**config.mk**
```make
export PLATFORM = sky130hd
export DESIGN_NAME = instr_fetch_ctrl
export DESIGN_NICKNAME = d
export VERILOG_FILES = /design/src/rtl/instr_fetch_ctrl.sv
export SDC_FILE = /design/constraint.sdc
export NUM_CORES = 1
export LEC_CHECK = 0
export ABC_AREA = 1
export BUFFER_PORTS_ARGS = -buffer_cell sky130_fd_sc_hd__buf_2
export CORE_AREA = 3 3 90 100
export CTS_BUF_LIST = sky130_fd_sc_hd__clkbuf_4
export CTS_CLUSTER_DIAMETER = 60
export DETAILED_ROUTE_END_ITERATION = 10
export DIE_AREA = 0 0 93 103
export HOLD_SLACK_MARGIN = 0.06
export PLACE_DENSITY = 0.74
export SETUP_SLACK_MARGIN = 0.2
export SLEW_MARGIN = 0
export SYNTH_ARGS = -nofsm -noshare
export SYNTH_HDL_FRONTEND = slang
export SYNTH_SLANG_ARGS = --single-unit
```
**constraint.sdc**
```tcl
create_clock -name clk -period 1.3 [get_ports clk]
set_clock_uncertainty 0.1 [all_clocks]
set_input_delay 0.13 -clock clk [delete_from_list [all_inputs] [get_ports clk]]
set_output_delay 0.13 -clock clk [all_outputs]
set_load 0.1 [all_outputs]
```
**src/rtl/instr_fetch_ctrl.sv**
```systemverilog
// Instruction fetch controller: issues one instruction-memory read at a time,
// holds the fetched word for the fetch stage, and squashes results on redirect.
module instr_fetch_ctrl (
    input  logic        clk,
    input  logic        rst,
    input  logic [31:0] pc,
    input  logic        branch_taken,
    input  logic        pipe_freeze,
    output logic        mem_req,
    output logic [31:0] mem_addr,
    input  logic        mem_ack,
    input  logic [31:0] mem_rdata,
    output logic [31:0] instruction,
    output logic        instr_valid,
    output logic        fetch_stall
);

    localparam int unsigned ADDR_W = 32;
    localparam int unsigned DATA_W = 32;

    typedef enum logic [1:0] {
        IDLE  = 2'd0,
        FETCH = 2'd1,
        READY = 2'd2,
        DROP  = 2'd3
    } state_t;

    state_t              state;
    state_t              state_d;
    logic [DATA_W-1:0]   instr_d;
    logic                valid_d;
    logic [ADDR_W-1:0]   drop_addr;
    logic [ADDR_W-1:0]   drop_addr_d;

    // State and datapath registers
    always_ff @(posedge clk) begin
        if (rst) begin
            state       <= IDLE;
            instruction <= DATA_W'(0);
            instr_valid <= 1'b0;
            drop_addr   <= ADDR_W'(0);
        end else begin
            state       <= state_d;
            instruction <= instr_d;
            instr_valid <= valid_d;
            drop_addr   <= drop_addr_d;
        end
    end

    // Next-state, next-data and request outputs
    always_comb begin
        state_d     = state;
        instr_d     = instruction;
        valid_d     = instr_valid;
        drop_addr_d = drop_addr;
        mem_req     = 1'b0;
        mem_addr    = pc;

        unique case (state)
            IDLE: begin
                state_d = FETCH;
            end
            FETCH: begin
                mem_req = 1'b1;
                if (branch_taken) begin
                    valid_d = 1'b0;
                    if (!mem_ack) begin
                        // Request cannot be withdrawn; remember its address
                        drop_addr_d = pc;
                        state_d     = DROP;
                    end
                end else if (mem_ack) begin
                    instr_d = mem_rdata;
                    valid_d = 1'b1;
                    state_d = READY;
                end
            end
            READY: begin
                if (branch_taken || !pipe_freeze) begin
                    valid_d = 1'b0;
                    state_d = FETCH;
                end
            end
            DROP: begin
                mem_req  = 1'b1;
                mem_addr = drop_addr;
                valid_d  = 1'b0;
                if (mem_ack) begin
                    state_d = FETCH;
                end
            end
            default: begin
                state_d = IDLE;
            end
        endcase
    end

    assign fetch_stall = !branch_taken && ((state != READY) || pipe_freeze);

endmodule

```
==> flow_summary.json, run 1 <==
{
  "outcome": "did not finish",
  "lastStage": "5_1_grt",
  "stop_error": "[ERROR DPL-0038] Utilization greater than 100%, impossible to legalize",
  "cts_buffers": 9,
  "place_hpwl_um": 6093,
  "initial_core_util": 0.3506,
  "ys_seq_elements": 67,
  "yosysSeqAreaShare": 0.4784,
  "ios": 136,
  "yosysTopAreaCell": "dfxtp_1",
  "die_x_um": 93,
  "netlist_area_sq_um": 2804,
  "ys_warn_count": 0,
  "synth.distinct_cells": 19,
  "clk_path_buf_depth": 2,
  "placed_cell_area_sq_um": 5065,
  "row_count": 34,
  "avgSynthCellArea_sq_um": 6.692,
  "htreeDepth": 3,
  "gp_congestion": 0.7676,
  "die_y_um": 103,
  "synth_top_area_frac": 0.4784,
  "ys_top_cells_by_area": "dfxtp_1 48%, nor2_1 18%, nand2_1 14%",
  "worst-ep-kind": "output port",
  "grt_max_degree": 43,
  "worst_endpoint": "mem_addr[30]",
  "syn_inst": 419,
  "syn_nets": 488,
  "root_buffer": "clkbuf_4",
  "cts_sinks": 67,
  "port_buffers": 135
}
-- kinds of logic after synthesis --
kind of cell           Yosys count  share of synthesized area
flip-flops                      67                     0.4784
buffers and inverters           38                    0.06157
AND/OR/NAND/NOR                247                     0.3405
AO/OA/AOI/OAI                   67                     0.1196
-- per-stage QoR --
step                        util  TNS (ns)  instances  setup slack, ns  hold WS, ns
after CTS                 0.9100    -34.01        762          -0.4579      0.08519
after detailed placement  0.6333    -2.946        652         -0.09952       0.2415
after global placement    0.6333   -0.7797        652         -0.04636       0.2343
after floorplan                -         0        419          0.04108      0.08508
-- synth_stat cells --
| library cell | count |
|---|---|
| inv_2 | 4 |
| nor3_1 | 1 |
| o21ai_0 | 65 |
| buf_6 | 1 |
| nand2_1 | 107 |
| inv_1 | 8 |
| dfxtp_1 | 67 |
| a21oi_1 | 2 |
| buf_4 | 3 |
| clkbuf_1 | 12 |
| nor3_4 | 1 |
| nor2_1 | 133 |
| nand2_2 | 1 |
| clkbuf_2 | 1 |
| nand3_1 | 2 |
| nor2_2 | 1 |
| buf_2 | 8 |
| buf_1 | 1 |
| nand3_2 | 1 |
-- repair_timing --
item / in CTS
setup endpoints to repair: 134
hold buffers: 66
setup buffers: 17
gates resized for setup: 282
pin swaps: 22
gates cloned: 11
endpoints found under the hold margin: 67
==> run 2: changes to the inputs <==
CORE_AREA = 3 3 123 125   (was 3 3 90 100)
CTS_BUF_LIST = not set   (was sky130_fd_sc_hd__clkbuf_4)
CTS_CLUSTER_DIAMETER = not set   (was 60)
DIE_AREA = 0 0 126 128   (was 0 0 93 103)
HOLD_SLACK_MARGIN = not set   (was 0.06)
PLACE_DENSITY = not set   (was 0.74)
PLACE_DENSITY_LB_ADDON = 0.15   (was not set)
SETUP_SLACK_MARGIN = not set   (was 0.2)
clock period = 1.69 ns   (was 1.3 ns; I/O delays follow)
==> flow_summary.json, run 2 <==
{
  "setup_viol": 0,
  "startpoint_type": "register",
  "die_y_um": 128,
  "final.setup.worst_slack_ns": 0.01042,
  "vias": 3208,
  "yosysTopAreaCell": "dfxtp_1",
  "layout-drive-gt1-share": 0.3856,
  "avgSynthCellArea_sq_um": 6.692,
  "relSlewSlack": 0.6061,
  "wl_per_cell_um": 12.48,
  "hp-start": "pc[29]",
  "layout_commonest_cell": "nor2_1",
  "dp_worst_setup_slack_ns": 0.2086,
  "antenna_left": 0,
  "p_leak_nw": 2.561,
  "final.min_clock_period_ns": 1.680,
  "r2r-start": "state[1]$_SDFFE_PP0P_",
  "p_per_area_nw_per_um2": 1089,
  "multiInputGateArea_sq_um": 1476,
  "fillCellCount": 1479,
  "cp-end-kind": "primary output",
  "critPathMaxFanout": 7,
  "cts_sinks": 67,
  "grt_max_degree": 66,
  "grt_pass1_wl_um": 15060,
  "fin_area_sq_um": 5199,
  "root_buffer": "clkbuf_16",
  "outcome": "completed",
  "initial_core_util": 0.2004,
  "clkLatencyLatePin_ns": 0.33,
  "areaGrowthSynthToFinish_pct": 85.41,
  "cts_buffers": 9,
  "finalSetupTns_ns": 0,
  "async_flop_share": 0,
  "synth_top_area_frac": 0.4784,
  "whs_path_depth": 3,
  "cts_tree": "yes",
  "hold_path_class": "in -> reg",
  "yosysSeqAreaShare": 0.4784,
  "firstDrtPassIters": 4,
  "required_ns": 1.42,
  "synth_edf_count": 0,
  "largest_registers": "drop_addr (32), instruction (32), state (2)",
  "grt.total_usage": 0.1157,
  "path_clk_slew_ns": 0.06,
  "grt_pass1_vias": 3067,
  "syn_inst": 419,
  "ys.flop_type": "dfxtp_1",
  "die_area_sq_um": 16130,
  "min_to": "drop_addr[29]$_SDFFE_PP0P_",
  "placed_cell_area_sq_um": 4234,
  "clk_path_buf_depth": 2,
  "worstReg2RegEnd": "instruction[4]$_SDFFE_PP0P_",
  "fp.coreArea_sq_um": 13990,
  "wirelength_um": 9721,
  "place_hpwl_um": 6001,
  "fmaxAchievable_mhz": 595.4,
  "worst_slew_pin_slew_ns": 0.5899,
  "synth.distinct_cells": 19,
  "grt-ovfl-total": 0,
  "vias_per_cell": 4.118,
  "antenna_found_initial": 0,
  "drc": 0,
  "nets": 663,
  "regArea_sq_um": 1344,
  "netlist_area_sq_um": 2804,
  "synth_common_cells": "133 x nor2_1, 107 x nand2_1, 67 x dfxtp_1",
  "htreeDepth": 3,
  "final_cell_mix": "133 x nor2_1, 102 x buf_2, 65 x dfxtp_1",
  "ys_warn_count": 0,
  "worst-r2r-cell-count": 7,
  "gp_congestion": 0.6815,
  "hold_violations": 0,
  "peakVddDrop_mv": 0.5192,
  "port_buffers": 135,
  "finalPower_mw": 5.662,
  "r2r_slack_ns": 0.17,
  "yosysMostFrequentCell": "nor2_1",
  "path_class": "reg -> out",
  "diodes": 0,
  "rsz0062_at_grt": "yes",
  "drtIter0Drc": 115,
  "slew_violations": 0,
  "ys_seq_elements": 67,
  "row_count": 43,
  "ios": 136,
  "cp.arrival_ns": 1.41,
  "fin_crit_sh": 0.9938,
  "syn_nets": 488,
  "ys_top_cells_by_area": "dfxtp_1 48%, nor2_1 18%, nand2_1 14%",
  "cap_viol_max_count": 0,
  "die_x_um": 126
}
[run 2: cell counts after synthesis]
Identical to the previous run, type by type.
[run 2: critical path, stage by stage (launching register included)]
cell	delay, ns
dfxtp_2	0.36
nand2_4	0.07
inv_4	0.06
buf_6	0.12
clkbuf_16	0.17
nand2_2	0.05
nand2_2	0.08
buf_12	0.17
[run 2: per-layer routing]
metal | vias to the layer above | wire (um) | global-route usage
li1 | 1653 | - | -
met4 | 0 | 155 | 0.05300
met1 | 1441 | 4504 | 0.1450
met3 | 11 | 740 | 0.04083
met5 | - | 0 | 0
met2 | 103 | 4321 | 0.1787
[run 2: metrics by stage]
step	hold slack, ns	instances	util
after floorplan	0.1381	419	-
after global placement	0.2689	716	0.3027
after detailed placement	0.2803	716	0.3027
after CTS	0.002172	776	0.3595
after global routing	0.02626	779	0.3716
final	0.01568	779	0.3716
[run 2: layout make-up]
class,instances,share of cell area
clock buffer,12,0.04934
clock inverter,4,0.01396
inverter,12,0.009146
multi-input combinational,314,0.2840
sequential,67,0.2585
tap,180,0.04332
timing repair buffer,190,0.3418
[run 2: worst max path at each step]
stage,cells past startpoint,endpoint,start,slack [ns]
2_1_floorplan,2,mem_addr[16],state[1]$_SDFFE_PP0P_,0.04
3_3_place_gp,5,mem_addr[31],state[1]$_SDFFE_PP0P_,0.21
3_5_place_dp,5,mem_addr[26],state[1]$_SDFFE_PP0P_,0.21
4_1_cts,7,mem_addr[17],state[0]$_SDFFE_PP0P_,-0.01
5_1_grt,5,mem_addr[20],state[1]$_SDFFE_PP0P_,-0.05
6_report,7,mem_addr[23],state[0]$_SDFFE_PP0P_,0.01
[run 2: power breakdown]
group / total (mW) / internal (mW) / switching [mW]
logic: 1.87 / 0.594 / 1.28
registers: 1.73 / 1.68 / 0.0534
clock network: 2.06 / 1.37 / 0.694
[run 2: cell families after synthesis]
logic type	after synthesis	synth area share
buffers and inverters	38	0.06157
AO/OA/AOI/OAI	67	0.1196
flip-flops	67	0.4784
AND/OR/NAND/NOR	247	0.3405
[run 2: repair_timing]
action	in CTS	in global routing
pin swaps	0	16
endpoints found under the hold margin	40	0
setup buffers	4	1
resized for setup	9	34
hold buffers	39	0
cloned	1	2
endpoints found under the setup margin	33	32
(Power assumes the default switching activity.)
